[config.mk]
export PLATFORM = sky130hd
export DESIGN_NAME = fetch_sequencer_flat
export DESIGN_NICKNAME = d
export VERILOG_FILES = /design/src/rtl/fetch_sequencer_if.sv /design/src/rtl/fetch_sequencer.sv /design/src/flat_wrapper.sv
export SDC_FILE = /design/constraint.sdc
export NUM_CORES = 1
export LEC_CHECK = 0
export ABC_AREA = 1
export BUFFER_PORTS_ARGS = -buffer_cell sky130_fd_sc_hd__buf_2
export CORE_MARGIN = 8
export CORE_UTILIZATION = 41
export CTS_CLUSTER_SIZE = 25
export DETAILED_ROUTE_END_ITERATION = 7
export PLACE_DENSITY = 0.95
export SLEW_MARGIN = 15
export SYNTH_ARGS = -nofsm -noshare
export SYNTH_HDL_FRONTEND = slang
export SYNTH_SLANG_ARGS = --single-unit
export TNS_END_PERCENT = 10
[constraint.sdc]
create_clock -name clk -period 3.7 [get_ports clk]
set_input_delay 0.37 -clock clk [delete_from_list [all_inputs] [get_ports clk]]
set_output_delay 0.37 -clock clk [all_outputs]
set_load 0.02 [all_outputs]
[src/rtl/fetch_sequencer_if.sv]
// Fetch-sequencer bus: stall/redirect requests from later stages and PC/NOP controls back to fetch.
// FETCH_SEQ_PERF_EN adds the stall-cycle and redirect performance counters.
interface fetch_sequencer_if #(
   parameter int unsigned CNT_W = 5
);
   logic              hazard_stall;
   logic              redirect_valid;
   logic [31:0]       redirect_pc;
   logic [31:0]       seq_pc;
   logic              mc_start;
   logic [CNT_W-1:0]  mc_cycles;
   logic              halt_req;
   logic              resume;
   logic              pc_enable;
   logic [31:0]       next_pc;
   logic              inject_nop;
   logic              busy;
   logic [1:0]        state_out;
`ifdef FETCH_SEQ_PERF_EN
   logic [31:0]       stall_cycles_out;
   logic [31:0]       redirect_count_out;

   modport master (
      output hazard_stall, redirect_valid, redirect_pc, seq_pc, mc_start, mc_cycles, halt_req, resume,
      input  pc_enable, next_pc, inject_nop, busy, state_out, stall_cycles_out, redirect_count_out
   );
   modport slave (
      input  hazard_stall, redirect_valid, redirect_pc, seq_pc, mc_start, mc_cycles, halt_req, resume,
      output pc_enable, next_pc, inject_nop, busy, state_out, stall_cycles_out, redirect_count_out
   );
`else
   modport master (
      output hazard_stall, redirect_valid, redirect_pc, seq_pc, mc_start, mc_cycles, halt_req, resume,
      input  pc_enable, next_pc, inject_nop, busy, state_out
   );
   modport slave (
      input  hazard_stall, redirect_valid, redirect_pc, seq_pc, mc_start, mc_cycles, halt_req, resume,
      output pc_enable, next_pc, inject_nop, busy, state_out
   );
`endif
endinterface

[src/rtl/fetch_sequencer.sv]
// Fetch-stage sequencer: arbitrates halt, redirect, hazard and multi-cycle stalls into PC-enable/next-PC/NOP.
// Optional FETCH_SEQ_PERF_EN adds saturating stall-cycle and accepted-redirect counters.
module fetch_sequencer #(
   parameter logic [31:0] RESET_PC    = 32'h0040_0000,
   parameter int unsigned FLUSH_SLOTS = 1,
   parameter int unsigned CNT_W       = 5
) (
   input  logic           clk,
   input  logic           reset,
   fetch_sequencer_if.slave bus
);
   typedef enum logic [1:0] {
      RUN    = 2'd0,
      FLUSH  = 2'd1,
      MCWAIT = 2'd2,
      HALT   = 2'd3
   } state_t;

   localparam logic [CNT_W-1:0] FLUSH_LOAD = CNT_W'(FLUSH_SLOTS);
   localparam logic [CNT_W-1:0] CNT_ONE    = CNT_W'(1);
   localparam bit               HAS_FLUSH  = (FLUSH_SLOTS != 0);

   state_t           state, state_nx;
   logic [CNT_W-1:0] cnt, cnt_nx;
   logic             pc_en, nop, redirect_taken;
   logic [31:0]      npc;

   // NOTE: every signal written here gets a default first, so no path can leave one unassigned and infer a latch.
   always_comb begin
      state_nx       = state;
      cnt_nx         = cnt;
      pc_en          = 1'b1;
      nop            = 1'b0;
      npc            = bus.seq_pc;
      redirect_taken = 1'b0;
      unique case (state)
         RUN: begin
            if (bus.halt_req) begin
               pc_en    = 1'b0;
               nop      = 1'b1;
               state_nx = HALT;
            end else if (bus.redirect_valid) begin
               npc            = bus.redirect_pc;
               redirect_taken = 1'b1;
               if (HAS_FLUSH) begin
                  cnt_nx   = FLUSH_LOAD;
                  state_nx = FLUSH;
               end
            end else if (bus.hazard_stall) begin
               pc_en = 1'b0;
               nop   = 1'b1;
            end else if (bus.mc_start && (bus.mc_cycles != '0)) begin
               cnt_nx   = bus.mc_cycles;
               state_nx = MCWAIT;
            end
         end
         FLUSH: begin
            if (bus.halt_req) begin
               pc_en    = 1'b0;
               nop      = 1'b1;
               cnt_nx   = '0;
               state_nx = HALT;
            end else if (bus.redirect_valid) begin
               npc            = bus.redirect_pc;
               redirect_taken = 1'b1;
               cnt_nx         = FLUSH_LOAD;
            end else begin
               nop = 1'b1;
               if (cnt != '0) cnt_nx = cnt - CNT_ONE;
               if (cnt <= CNT_ONE) state_nx = RUN;
            end
         end
         MCWAIT: begin
            // Later-stage requests are deliberately deaf here; a held halt_req is seen once back in RUN.
            pc_en = 1'b0;
            nop   = 1'b1;
            if (cnt != '0) cnt_nx = cnt - CNT_ONE;
            if (cnt <= CNT_ONE) state_nx = RUN;
         end
         HALT: begin
            pc_en = 1'b0;
            nop   = 1'b1;
            if (bus.resume && !bus.halt_req) state_nx = RUN;
         end
         default: state_nx = RUN;
      endcase
   end

   // NOTE: state registers use non-blocking assignments so every flop samples pre-edge values.
   always_ff @(posedge clk or negedge reset) begin
      if (!reset) begin
         state <= RUN;
         cnt   <= '0;
      end else begin
         state <= state_nx;
         cnt   <= cnt_nx;
      end
   end

   // Reset overrides the decode combinationally so the PC mux sees RESET_PC while reset is held.
   assign bus.pc_enable  = reset & pc_en;
   assign bus.inject_nop = ~reset | nop;
   assign bus.next_pc    = reset ? npc : RESET_PC;
   assign bus.busy       = reset & (state != RUN);
   assign bus.state_out  = state;

`ifdef FETCH_SEQ_PERF_EN
   logic [31:0] stall_cycles, redirect_count;

   always_ff @(posedge clk or negedge reset) begin
      if (!reset) begin
         stall_cycles   <= '0;
         redirect_count <= '0;
      end else begin
         if (!pc_en && (stall_cycles != '1))            stall_cycles   <= stall_cycles + 32'd1;
         if (redirect_taken && (redirect_count != '1)) redirect_count <= redirect_count + 32'd1;
      end
   end

   assign bus.stall_cycles_out   = stall_cycles;
   assign bus.redirect_count_out = redirect_count;
`else
   logic unused_redirect;
   assign unused_redirect = redirect_taken;
`endif
endmodule
[src/flat_wrapper.sv]
// flat-port wrapper written by rule: the top's interface ports become plain ports
module fetch_sequencer_flat 
#(
   parameter logic [31:0] RESET_PC    = 32'h0040_0000,
   parameter int unsigned FLUSH_SLOTS = 1,
   parameter int unsigned CNT_W       = 5
)
  (clk, reset, bus_hazard_stall, bus_redirect_valid, bus_redirect_pc, bus_seq_pc, bus_mc_start, bus_mc_cycles, bus_halt_req, bus_resume, bus_pc_enable, bus_next_pc, bus_inject_nop, bus_busy, bus_state_out);
  fetch_sequencer_if #(.CNT_W(CNT_W)) bus_i ();
  input  logic clk;
  input  logic reset;
  input wire logic [$bits(bus_i.hazard_stall)-1:0] bus_hazard_stall;
  input wire logic [$bits(bus_i.redirect_valid)-1:0] bus_redirect_valid;
  input wire logic [$bits(bus_i.redirect_pc)-1:0] bus_redirect_pc;
  input wire logic [$bits(bus_i.seq_pc)-1:0] bus_seq_pc;
  input wire logic [$bits(bus_i.mc_start)-1:0] bus_mc_start;
  input wire logic [$bits(bus_i.mc_cycles)-1:0] bus_mc_cycles;
  input wire logic [$bits(bus_i.halt_req)-1:0] bus_halt_req;
  input wire logic [$bits(bus_i.resume)-1:0] bus_resume;
  output wire logic [$bits(bus_i.pc_enable)-1:0] bus_pc_enable;
  output wire logic [$bits(bus_i.next_pc)-1:0] bus_next_pc;
  output wire logic [$bits(bus_i.inject_nop)-1:0] bus_inject_nop;
  output wire logic [$bits(bus_i.busy)-1:0] bus_busy;
  output wire logic [$bits(bus_i.state_out)-1:0] bus_state_out;
  assign bus_i.hazard_stall = bus_hazard_stall;
  assign bus_i.redirect_valid = bus_redirect_valid;
  assign bus_i.redirect_pc = bus_redirect_pc;
  assign bus_i.seq_pc = bus_seq_pc;
  assign bus_i.mc_start = bus_mc_start;
  assign bus_i.mc_cycles = bus_mc_cycles;
  assign bus_i.halt_req = bus_halt_req;
  assign bus_i.resume = bus_resume;
  assign bus_pc_enable = bus_i.pc_enable;
  assign bus_next_pc = bus_i.next_pc;
  assign bus_inject_nop = bus_i.inject_nop;
  assign bus_busy = bus_i.busy;
  assign bus_state_out = bus_i.state_out;
  fetch_sequencer #(.RESET_PC(RESET_PC), .FLUSH_SLOTS(FLUSH_SLOTS), .CNT_W(CNT_W)) u_core (.clk(clk), .reset(reset), .bus(bus_i));
endmodule
### Word level (Yosys, flattened, before mapping)

Index checks and enable logic that the tools add are counted.

| storage, ports and cells | value |
|---|---|
| register bits | 7 |
| latch bits | 0 |
| bits in writable memories | 0 |
| memory bits (read-only) | 0 |
| input port bits | 76 |
| output and inout port bits | 37 |
| word-level logic and storage cells | 62 |
| memories | 0 |

| operators by class | value |
|---|---|
| add/subtract/negate cells | 1 |
| multiply operators | 0 |
| div/mod/pow operators | 0 |
| magnitude comparators | 1 |
| equal/unequal tests | 10 |
| shifts and indexed selects | 0 |
| muxes and demuxes | 32 |
| bitwise operators | 4 |
| reduce and logical (&&, ||, !) cells | 12 |

Operator list:

| operator | count |
|---|---|
| 32-bit two-way mux | 4 |
| 5-bit two-way mux | 7 |
| 2-bit two-way mux | 8 |
| 5-bit case mux with 3 select lines | 1 |
| 5-bit nonzero test | 2 |
| 1-bit two-way mux | 9 |
| 2-bit case mux with 4 select lines | 1 |
| 4-bit AND reduction | 2 |
| 3-bit != test, second input constant | 2 |
| 1-bit case mux with 3 select lines | 2 |
| 5-bit by 1-bit less-or-equal comparator with 1-bit output, second input constant | 1 |
| 5-bit by 1-bit subtractor with 5-bit output, second input constant | 1 |
| 2-bit == test, second input constant | 2 |
| 4-bit by 3-bit != test with 1-bit output, second input constant | 1 |
| 4-bit != test, second input constant | 1 |
| 2-bit OR reduction | 2 |
| 3-bit by 2-bit != test with 1-bit output, second input constant | 1 |
| 3-bit nonzero test | 1 |
| 1-bit bitwise AND | 2 |
| 2-bit by 1-bit == test with 1-bit output, second input constant | 1 |
| 1-bit logical AND | 2 |
| 2-bit zero test | 1 |
| 2-bit by 1-bit != test with 1-bit output, second input constant | 1 |
| 2-bit != test, second input constant | 1 |
| 4 further kinds | 4 |

### Logic depth before layout (Yosys ltp)

| logic depth | value |
|---|---|
| depth after elaboration | 7 |
| depth in mapped cells | 11 |
| depth with buffers taken out | 10 |

### Worst setup path before layout

Ideal clock, no wire load.

| timing path | value |
|---|---|
| path kind | reg-to-output |
| start | reg u_core.state[0] (netlist: u_core.bus.state_out[0]) |
| end | out bus_next_pc[10] |
| arrival | 1.767 ns |
| slack | 1.563 ns |
| cell stages (with the launch flop) | 8 |
| path buffers | 2 |
| path through | dfrtp_1 -> inv_1 -> ha_1 -> buf_2 -> o21ai_4 -> buf_6 -> o21ai_1 -> a21oi_1 |

| between the ends | value |
|---|---|
| longest elaborated chain between the ends | 4 |
| elaborated cells between the ends (all ways) | 5 |
| classes of those cells | 1 x eq/ne; 2 x mux; 2 x reduce/logical |

RTL lines:

| what | RTL line | RTL |
|---|---|---|
| start: declaration | fetch_sequencer.sv:23 | `state_t state, state_nx;` |
| start signal: assignment | fetch_sequencer.sv:95 | `state <= state_nx;` |
| 2-bit by 1-bit == test with 1-bit output / 2-bit zero test (equally long branches) | fetch_sequencer.sv:36 | `unique case (state)` |
| 2-bit OR reduction (no source line) * | n/a |  |
| 32-bit two-way mux * | n/a |  |
| 32-bit two-way mux * | fetch_sequencer.sv:103 | `assign bus.next_pc = reset ? npc : RESET_PC;` |
| end: declaration | flat_wrapper.sv:21 | `output wire logic [$bits(bus_i.next_pc)-1:0] bus_next_pc;` |

Mark *: on every way between the ends. The rest lies on a longest branch, timed or not.

### Worst setup path in the final report

| timing path | value |
|---|---|
| start | reg u_core.state[0] (netlist: u_core.bus.state_out[0]) |
| end | out bus_next_pc[1] |

The elaborated chain is that of the path after synthesis.

==> reports/metrics.csv <==
metric;value;unit
Crit path required time;3330;ps
Pint;0.401;mW
ys flop type;dfrtp_1;
crit share post-route;70.2;%
EDFF count, synth;0;
clock root buffer;clkbuf_4;
Ports;113;
IO Port Bufs;112;
status;completed;
Cell Area, Placed;1810;sq um
RSZ-0062 raised after global routing;no;
initial antenna violation count;0;
clock latency on the worst-skew pair;240;ps
Async SR Flop Fraction;100;%
Clk pwr share;7.0;%
met3 WL post-DR;392;microns
aggregate global-route resource usage;17.2;%
Detail Placement HPWL;3890;microns
critical-path cell list;inv_1 > ha_1 > o21ai_4 > buf_4 > o21ai_0 > a21oi_1 > buf_2;
Top Layer Used;met3;
# H-tree levels;1;
FF+latch area;175;sq um
die area;5120;sq um
ANT nets after route;0;
drt via density;4.71;
Cell Pwr Density;498;nW/um^2
Finished Layout Cells;371;
P_sw;0.512;mW
clk_skew;2.37;ps
register area share after synthesis;13.8;%
WP data arrival;2230;ps
Flop pwr share;16.0;%
largest fanout on the critical path;64;
CTS max path bufs;2;
Synth top area share;16.0;%
Initial Util;42.2;%
Fmax;385;MHz
Leak;1.19;nW
DR WL met2;2320;microns
ranking of synthesized cells by area;nand2_1 (16%), inv_1 (14%), a21oi_1 (14%);
drc violations;0;
GR Overflow Total;0;
fillers;301;
diode count;0;
DR iter-0 viols;76;
synthesized area per cell;5.46;sq um
area of the multi-input gates;837;sq um
setup_tns;0;ps
Worst-Margin Slew;602;ps
HP Class;input pin to asynchronous set/reset pin;
Final Wtd Congestion;0.978;
synth unique cells;22;
number of synthesized register bits;7;
total setup buffers inserted after CTS;0;
wire per inst;12.3;microns
WL met1;1870;microns
critical path type;flip-flop to output pin;
clock slew at reported path FFs;50;ps
CP Capture Type;output pin;
drt total wl;4580;microns
commonest cells in the netlist;nand2_1 (54), inv_1 (47), a21oi_1 (35);
crit path time final;2600;ps
endpoints failing setup;0;
CTS tree;built;
global-route wire length before repair;7350;microns
Final nets;423;
VDD IR max;0.375;mV
CTS Hold Bufs;0;
num rows;20;
router iterations before antenna repair;4;
synthesis-to-layout area growth;44.7;%
final non-filler cell area;1830;sq um
layout cell share with drive strength beyond 1;35.8;%
vias in the first global route;1605;
CP max-delay cell;buf_4;
Final Util;61.0;%
MaxCap Viol Count;0;
CP max stage delay;480;ps
number of synthesis warnings;0;
Cells after Synth;232;
most common cell in the netlist;nand2_1;
core area;3000;sq um
Vias;1748;
Syn Std Cell Area;1270;sq um
Die Width;71.6;microns
Sw Share;56.1;%
Slew Limit Fails;0;
die height;71.6;microns
Hold Violations, Final;0;
Num CTS Buffers;3;
Logic pwr share;76.9;%
# clock sinks;7;
Slew HR;59.9;%
area leader, netlist;nand2_1;
post-CTS sizing;0;
Inst Count DP;367;
startpoint types;flip-flop;
syn nets;316;
maximum number of pins on one net before global-route repair;65;
[layer usage]
layer / global-route usage, % / vias up
met4: 3.63 / 0
met3: 2.79 / 0
met1: 19.3 / 740
met5: 0 / -
li1: - / 939
met2: 32.9 / 69
[worst max-delay path, delay by kind of cell (launching register included)]
family	cells	cell delay [ps]
flops	1	430
buf+inv	3	770
compound gates	3	470
fa+ha+maj	1	300
[stage by stage]
| stage | hold slack, ps | setup WS [ps] | total power, mW |
|---|---|---|---|
| finish | 137 | 1100 | 0.913 |
| floorplan | 74.4 | 1560 | 0.673 |
| global route | 160 | 911 | 1.03 |
| CTS | 137 | 1110 | 0.917 |
| detailed placement | 392 | 1390 | 0.848 |
| global placement | 404 | 1470 | 0.831 |
[kinds of logic (layout without fill, tap and decap cells)]
group	Yosys count	count (layout)	share of synthesized area [%]
AND/OR/NAND/NOR	81	81	26.2
AO/OA/AOI/OAI	73	73	29.9
buffers and inverters	60	166	20.1
adder cells (fa/ha/maj)	8	8	7.91
flip-flops	7	7	13.8
XOR/XNOR	3	3	2.08
[layout make-up]
| class | instances | share of cell area [%] |
|---|---|---|
| Sequential cell | 7 | 9.56 |
| Clock buffer | 4 | 1.43 |
| Timing Repair Buffer | 113 | 31.0 |
| Multi-Input combinational cell | 165 | 45.7 |
| Inverter | 49 | 10.0 |
| Tap cell | 33 | 2.25 |
[registers in the layout, summed over array words and instances (netlist names)]
| register | cells |
|---|---|
| u_core.cnt | 5 |
| u_core.bus.state_out | 2 |
[cell usage in the layout (no fill, tap or decap)]
| cell | instances |
|---|---|
| o21bai_1 | 1 |
| nand2_1 | 54 |
| xor2_1 | 2 |
| o21ai_4 | 1 |
| nand4_1 | 1 |
| nor2_1 | 14 |
| xnor2_1 | 1 |
| nor2_4 | 1 |
| nor3_1 | 2 |
| a21oi_1 | 35 |
| inv_2 | 2 |
| nor2_2 | 1 |
| o21ai_0 | 8 |
| nand3b_1 | 1 |
| o21ai_1 | 28 |
| clkbuf_4 | 3 |
| buf_4 | 1 |
| dfrtp_1 | 7 |
| clkbuf_1 | 1 |
| buf_2 | 112 |
| inv_1 | 47 |
| ha_1 | 8 |
| nand3_1 | 7 |
[worst paths after layout]
path                                         start  cells past startpoint  slack (ps)                      end
min                                          reset                      1         140            u_core.cnt[3]
min reg2reg                          u_core.cnt[4]                      2         520            u_core.cnt[4]
min in group clk                  bus_mc_cycles[3]                      5         450            u_core.cnt[3]
max                        u_core.bus.state_out[0]                      7        1100           bus_next_pc[1]
max in group asynchronous                    reset                      1        3170  u_core.bus.state_out[1]
max reg2reg                u_core.bus.state_out[0]                      9        2010            u_core.cnt[1]
[power by group through the flow]
stage | clock [mW] | sequential (mW) | combinational (mW)
2_1_floorplan | 0 | 0.153 | 0.520
3_3_place_gp | 0 | 0.144 | 0.687
3_5_place_dp | 0 | 0.148 | 0.700
4_1_cts | 0.0678 | 0.147 | 0.702
5_1_grt | 0.0724 | 0.154 | 0.801
6_report | 0.0641 | 0.146 | 0.702
Note: power is estimated with default switching activity, not from simulation.
